==> src/rtl/rb_fetch.sv <==
// Read-back fetch: reads four consecutive result-RAM words
// and presents them as parallel operands OP1..OP4.
module rb_fetch #(
  parameter int ADDR_W = 8,
  parameter int DATA_W = 32,
  parameter int OP_W   = 18
) (
  input  logic              clk,
  input  logic              rst,
  input  logic              reb,
  input  logic              ld,
  input  logic [ADDR_W-1:0] ld_addr,
  output logic              ram_en,
  output logic [ADDR_W-1:0] address,
  input  logic [DATA_W-1:0] dataRAM,
  output logic [OP_W-1:0]   OP1,
  output logic [OP_W-1:0]   OP2,
  output logic [OP_W-1:0]   OP3,
  output logic [OP_W-1:0]   OP4,
  output logic              valid,
  output logic              busy
);

  typedef enum logic [1:0] {
    IDLE,
    ISSUE,
    DRAIN,
    DONE
  } state_t;

  state_t            state;
  state_t            nxt;
  logic [ADDR_W-1:0] ptr;
  logic [1:0]        iss_cnt;
  logic [1:0]        cap_cnt;
  logic              cap_en;
  logic [OP_W-1:0]   word;
  logic [OP_W-1:0]   buf_q [0:3];
  logic              accept;
  logic              unused_hi;

  assign word      = dataRAM[OP_W-1:0];
  assign unused_hi = ^dataRAM[DATA_W-1:OP_W];
  assign accept    = (state == IDLE) || (state == DONE);
  assign ram_en    = (state == ISSUE);
  assign address   = ptr;
  assign busy      = (state == ISSUE) || (state == DRAIN);
  assign valid     = (state == DONE);

  always_comb begin
    nxt = state;
    unique case (state)
      IDLE:    if (reb) nxt = ISSUE;
      ISSUE:   if (iss_cnt == 2'd3) nxt = DRAIN;
      DRAIN:   nxt = DONE;
      DONE:    nxt = reb ? ISSUE : IDLE;
      default: nxt = IDLE;
    endcase
  end

  always_ff @(posedge clk) begin
    if (rst) begin
      state   <= IDLE;
      ptr     <= '0;
      iss_cnt <= '0;
      cap_cnt <= '0;
      cap_en  <= 1'b0;
      OP1     <= '0;
      OP2     <= '0;
      OP3     <= '0;
      OP4     <= '0;
      for (int i = 0; i < 4; i++) buf_q[i] <= '0;
    end else begin
      state  <= nxt;
      cap_en <= ram_en;
      if (accept && ld)
        ptr <= ld_addr;
      else if (state == ISSUE)
        ptr <= ptr + {{(ADDR_W-1){1'b0}}, 1'b1};
      if (accept)
        iss_cnt <= '0;
      else if (state == ISSUE)
        iss_cnt <= iss_cnt + 2'd1;
      if (cap_en) begin
        buf_q[cap_cnt] <= word;
        cap_cnt        <= cap_cnt + 2'd1;
      end
      // Last word bypasses the buffer so OPs are fresh while valid is high
      if (state == DRAIN) begin
        OP1 <= buf_q[0];
        OP2 <= buf_q[1];
        OP3 <= buf_q[2];
        OP4 <= word;
      end
    end
  end

endmodule

==> config.mk <==
export PLATFORM = sky130hd
export DESIGN_NAME = rb_fetch
export DESIGN_NICKNAME = d
export VERILOG_FILES = /design/src/rtl/rb_fetch.sv
export SDC_FILE = /design/constraint.sdc
export NUM_CORES = 1
export LEC_CHECK = 0
export BUFFER_PORTS_ARGS = -buffer_cell sky130_fd_sc_hd__buf_4
export CAP_MARGIN = 10
export CELL_PAD_IN_SITES_DETAIL_PLACEMENT = 1
export CELL_PAD_IN_SITES_GLOBAL_PLACEMENT = 2
export CORE_ASPECT_RATIO = 0.5
export CORE_UTILIZATION = 37
export DETAILED_ROUTE_END_ITERATION = 8
export PLACE_DENSITY = 0.86
export SYNTH_ARGS = -nofsm -noshare
export SYNTH_HDL_FRONTEND = slang
export SYNTH_SLANG_ARGS = --single-unit
==> constraint.sdc <==
create_clock -name clk -period 2.9 [get_ports clk]
set_input_delay 0.145 -clock clk [delete_from_list [all_inputs] [get_ports clk]]
set_output_delay 0.145 -clock clk [all_outputs]
set_load 0.1 [all_outputs]
# Word level (Yosys, flattened, before mapping)
# Memory sizes are Yosys's and may differ from the RTL's. A register that Yosys moved wholly into a read port is not among the register bits.
# Index checks and enable logic that the tools add are counted.
[totals] latch_bits=0 ram_bits=72 romBits=0 word_cells=38 out_inout_bits=83 reg_bits=33 n_memories=1
[classes] n_mul=0 n_reduce_logical=8 n_bitwise=0 magnitude_cmp=0 addsub=3 mux=14 n_eq_ne=6 n_div=0 n_shift=0
[memory_table] name="buf_q" words=4 width=18 read_ports=3 rd_ports_with_merged_regs=3 wr=4 line="38" text="logic [OP_W-1:0] buf_q [0:3];"
[ops] cell="18-bit 2-to-1 mux" n=1
[ops] cell="18-bit OR reduction" n=1
[ops] cell="8-bit 2-to-1 mux" n=2
[ops] cell="8-bit by 1-bit adder with 8-bit output, second input constant" n=1
[ops] cell="2-bit one-hot mux with 4 select lines" n=1
[ops] cell="1-bit 2-to-1 mux" n=7
[ops] cell="2-bit equality test, second input constant" n=3
[ops] cell="2-bit 2-to-1 mux" n=3
[ops] cell="2-bit by 1-bit adder with 2-bit output, second input constant" n=2
[ops] cell="2-bit by 1-bit equality test with 1-bit output, second input constant" n=1
[ops] cell="2-bit zero test" n=1
[ops] cell="1-bit logical OR" n=2
[ops] cell="2-bit by 1-bit inequality test with 1-bit output, second input constant" n=1
[ops] cell="2-bit inequality test, second input constant" n=1
[ops] cell="2-bit AND reduction" n=1
[ops] cell="2-bit nonzero test" n=1
[ops] cell="2-bit OR reduction" n=1
[ops] cell="1-bit logical AND" n=1

# Longest topological paths before layout
[logic_depth] depth_word=5 mapped_depth=7 mapped_depth_nobuf=5

# Least setup slack after synthesis
# Ideal clock, no wire load.
[synth_path] path_kind="register to register" from="register state[1]" to="register ptr[7] (netlist: address[7])" synth_period_minus_slack_ps=2281 stages_incl_launch_ff=7 arrival_ps=2190 path_slack_ps=619 n_path_buf=1 path_cell_list="dfxtp_1 inv_1 ha_1 buf_6 nand4_4 or3_1 a311oi_1"
[synth_between] elab_cells_between_ends=7
[synth_rtl] element="start, declared" line="31" text="state_t state;"
[synth_rtl] element="start signal, assigned" line="74" text="state <= nxt;"
[synth_rtl] element="2-bit by 1-bit equality test with 1-bit output"
[synth_rtl] element="via ram_en" line="13" text="output logic ram_en,"
[synth_rtl] element="2-bit nonzero test (no line)"
[synth_rtl] element="end signal, assigned" line="77" text="ptr <= ld_addr;"
[synth_rtl] element="end signal, assigned" line="79" text="ptr <= ptr + {{(ADDR_W-1){1'b0}}, 1'b1};"
[synth_rtl] element="end, declared" line="33" text="logic [ADDR_W-1:0] ptr;"
# The timed path passes the listed nets, and every way through them passes these cells.
# A chain may end at the register's enable or synchronous reset.

# Worst setup path in the final report
[layout_path] from="register state[1]" to="output port ram_en"
[layout_between] elab_chain_cells=1
[layout_lines] element="2-bit by 1-bit equality test with 1-bit output" line="45" text="assign ram_en = (state == ISSUE);"
[layout_lines] element="end, declared" line="13"
# Every way passes these cells.

==> impl_metrics.prom <==
# TYPE chip_impl_metric gauge
chip_impl_info{name="status",value="finished, final reports clean"} 1
chip_impl_metric{name="num_vias",unit=""} 3481
chip_impl_metric{name="finalWeightedCongestion",unit=""} 0.723
chip_impl_metric{name="grt_max_degree",unit=""} 73
chip_impl_metric{name="synth-seq-area-share",unit="%"} 62.6
chip_impl_metric{name="register_to_register_path_setup_slack",unit="ps"} 1010
chip_impl_metric{name="routed_wire_length_per_instance",unit="µm"} 16.6
chip_impl_info{name="final_cell_mix",value="buf_4, dfxtp_1, nor2_1, mux2i_1, edfxtp_1"} 1
chip_impl_metric{name="layout.cells.non_filler",unit=""} 750
chip_impl_metric{name="drc_errors",unit=""} 0
chip_impl_metric{name="power_density",unit="mW/mm²"} 1080
chip_impl_metric{name="totalNegativeSetupSlack",unit="ps"} 0
chip_impl_info{name="timing.critical_path.cells",value="inv_1, ha_1, buf_4"} 1
chip_impl_metric{name="die_area",unit="mm²"} 0.0150
chip_impl_metric{name="transition_time_at_the_pin_with_the_least_slew_margin",unit="ps"} 613
chip_impl_metric{name="postRouteWirelength",unit="mm"} 12.5
chip_impl_metric{name="timing.final.setup_violations",unit=""} 0
chip_impl_info{name="holdCritPathClass",value="in -> reg"} 1
chip_impl_metric{name="port_buffers",unit=""} 112
chip_impl_metric{name="cap_violations",unit=""} 0
chip_impl_metric{name="netSwitchingFraction",unit="%"} 41.1
chip_impl_metric{name="ant_nets_after_route",unit=""} 0
chip_impl_info{name="r2r_end",value="address[7]"} 1
chip_impl_metric{name="syn2layout_area_growth",unit="%"} 30.6
chip_impl_metric{name="final-hold-violation-count",unit=""} 0
chip_impl_metric{name="synth_nets",unit=""} 483
chip_impl_metric{name="slew_viol_final",unit=""} 0
chip_impl_metric{name="grt_pass1_wl",unit="mm"} 19.5
chip_impl_metric{name="coreArea",unit="mm²"} 0.0139
chip_impl_metric{name="cts-buffers-inserted",unit=""} 17
chip_impl_metric{name="max-vdd-ir-drop",unit="µV"} 1070
chip_impl_metric{name="io-pin-count",unit=""} 127
chip_impl_metric{name="cp_max_fo",unit=""} 10
chip_impl_metric{name="worst_setup_hold_path_clk_slew",unit="ps"} 60
chip_impl_metric{name="row_count",unit=""} 30
chip_impl_info{name="cts_root_buffer",value="clkbuf_16"} 1
chip_impl_metric{name="initial_core_util",unit="%"} 38.8
chip_impl_info{name="timing.critical_path.to_type",value="output pin"} 1
chip_impl_metric{name="fmaxAchievable",unit="MHz"} 527
chip_impl_metric{name="grt_pass1_vias",unit=""} 3629
chip_impl_info{name="critical_path_class",value="reg -> out"} 1
chip_impl_metric{name="syn-mean-instance-area",unit="µm²"} 12.4
chip_impl_metric{name="chipHeight",unit="µm"} 87.2
chip_impl_metric{name="ys.warnings.count",unit=""} 0
chip_impl_metric{name="clock_sinks",unit=""} 141
chip_impl_metric{name="insertedDiodeCount",unit=""} 0
chip_impl_info{name="synthDominantAreaCellType",value="dfxtp_1"} 1
chip_impl_metric{name="die_w",unit="µm"} 172
chip_impl_info{name="rsz_0062_raised_after_global_routing",value="false"} 1
chip_impl_metric{name="cell_internal_pwr",unit="W"} 0.00447
chip_impl_metric{name="period_utilization_post_route",unit="%"} 65.4
chip_impl_info{name="netlist_top_cells_area",value="dfxtp_1, edfxtp_1, mux2i_1"} 1
chip_impl_metric{name="grt.overflow.total",unit=""} 0
chip_impl_metric{name="netlist-cell-type-count",unit=""} 33
chip_impl_metric{name="dr.pass1.iters",unit=""} 4
chip_impl_metric{name="worst_ep_required_time",unit="ps"} 2760
chip_impl_metric{name="via_count_normalized_by_instance_count",unit=""} 4.64
chip_impl_metric{name="dp_hpwl",unit="mm"} 8.09
chip_impl_metric{name="post_route_cells_drive_above_1_share",unit="%"} 31.9
chip_impl_metric{name="power_frac_comb",unit="%"} 37.1
chip_impl_metric{name="static-leakage-power",unit="nW"} 2.79
chip_impl_metric{name="synth.top_cell.area_share",unit="%"} 32.4
chip_impl_metric{name="detailedRoute.firstIterationViolations",unit=""} 146
chip_impl_info{name="crit_slowest_cell",value="ha_1"} 1
chip_impl_metric{name="worst_hold_path.num_cells",unit=""} 3
chip_impl_metric{name="clk_lat_worst_skew",unit="ps"} 410
chip_impl_info{name="worstReg2RegStart",value="state[1]"} 1
chip_impl_metric{name="place.detailed.instances",unit=""} 716
chip_impl_metric{name="fin_skew",unit="ps"} 7.15
chip_impl_metric{name="post_synth_instance_area",unit="mm²"} 0.00537
chip_impl_metric{name="max_stage_delay",unit="ps"} 470
chip_impl_metric{name="yosys_register_bits",unit=""} 141
chip_impl_metric{name="total_switching_power",unit="W"} 0.00311
chip_impl_info{name="leading_cell_type_in_the_layout_fill_and_taps_excluded",value="buf_4"} 1
chip_impl_metric{name="h-tree-depth",unit=""} 4
chip_impl_metric{name="share_clk_of_total_power",unit="%"} 29.6
chip_impl_metric{name="share_seq_of_total_power",unit="%"} 33.3
chip_impl_metric{name="synth_cells",unit=""} 432
chip_impl_metric{name="cts_max_path_buffers",unit=""} 2
chip_impl_metric{name="period_minus_slack",unit="ps"} 1900
chip_impl_metric{name="final_core_utilization",unit="%"} 50.6
chip_impl_info{name="timing.hold.worst.start",value="dataRAM[17]"} 1
chip_impl_metric{name="critPathArrivalTime",unit="ps"} 1750
chip_impl_metric{name="track_usage",unit="%"} 17.7
chip_impl_info{name="timing.critical_path.from_type",value="register"} 1
chip_impl_metric{name="maxSlewHeadroom",unit="%"} 59.0
chip_impl_metric{name="worstRegToRegCells",unit=""} 5
chip_impl_metric{name="grt_antenna_before_repair",unit=""} 0
chip_impl_metric{name="fin_nets",unit=""} 596
chip_impl_info{name="cts_tree",value="built"} 1
chip_impl_info{name="whs_endpoint",value="OP4[17]"} 1
-- what timing repair did --
| action | 4_1_cts | 5_1_grt |
|---|---|---|
| hold endpoints to repair | 2 | 0 |
| hold buffers | 2 | 0 |
| buffers inserted | 0 | 0 |
| setup endpoints to repair | 0 | 0 |
| gates resized for setup | 0 | 0 |
-- cells in the mapped netlist --
cell	n
nor4b_4	1
or2_2	3
mux2i_1	74
o21ai_0	3
nand3_1	1
a21o_1	1
xnor2_1	3
ha_1	7
nand2b_1	3
a311oi_1	4
nor3_4	1
nor2_1	84
a211oi_1	6
edfxtp_1	54
buf_6	2
nand2_1	4
or2b_1	1
nor2b_1	1
inv_1	2
o21bai_1	1
clkbuf_1	9
or3_1	3
xor2_1	4
and4bb_4	1
dfxtp_1	87
and2_1	28
nand4_4	1
nand4_1	2
a31oi_1	1
clkbuf_2	1
and2_2	26
buf_2	12
a21oi_1	1
-- per-stage QoR --
| stage | setup WS (ps) | cell area (µm²) | total power, W | hold WS, ps |
|---|---|---|---|---|
| global route | 817 | 7010 | 0.00786 | 31.3 |
| finish | 1000 | 7010 | 0.00758 | 25.2 |
| detailed placement | 990 | 6390 | 0.00538 | 429 |
| floorplan | 619 | 5370 | 0.00482 | 292 |
| global placement | 1060 | 6390 | 0.00535 | 420 |
| CTS | 967 | 7010 | 0.00765 | 11.7 |
-- how the worst max path moves through the flow --
| stage | from | end |
|---|---|---|
| global route | state[1] | address[6] |
| CTS | state[1] | address[5] |
| finish | state[1] | ram_en |
| global placement | state[1] | address[6] |
| detailed placement | state[1] | address[5] |
| floorplan | state[1] | address[7] |
-- registers in the layout, summed over array words and instances, names as in the netlist --
register	flops
buf_q	54
OP4	18
iss_cnt	2
OP3	18
cap_en	1
address	8
state	2
OP2	18
OP1	18
cap_cnt	2
-- worst max-delay path: cells and delay by family, from the launching register on --
family,cells,cell delay [ps]
adders and majority gates,1,470
buffers and inverters,2,520
DFF,1,350
-- cell families after synthesis --
family / after synthesis / synth area share [%]
fa+ha+maj: 7 / 1.63
flops: 141 / 62.6
mux: 74 / 13.8
simple gates: 160 / 16.1
xor+xnor: 7 / 1.14
buf+inv: 26 / 2.40
compound gates: 17 / 2.26
-- metal layers --
metal  wire length (µm)  GRT usage (%)
met1               5760           22.2
met2               5970           29.4
met3                592           4.23
met4                138           7.24
met5                  0              0
-- power by group through the flow --
stage | Combinational [W] | Clock [W] | Sequential, W
floorplan | 0.000996 | 0 | 0.00383
global placement | 0.00280 | 0 | 0.00255
detailed placement | 0.00282 | 0 | 0.00256
CTS | 0.00284 | 0.00229 | 0.00253
global route | 0.00294 | 0.00237 | 0.00256
finish | 0.00281 | 0.00225 | 0.00252
-- cell type report --
class / instances / area [µm²]
well taps: 192 / 240
clock buffers: 20 / 437
fillers: 1437 / 6840
inverters: 2 / 7.51
flip-flops and latches: 141 / 3360
repair buffers: 118 / 903
multi-input cells: 265 / 1890
clock inverters: 12 / 170
Power figures use the tool's default switching activity.
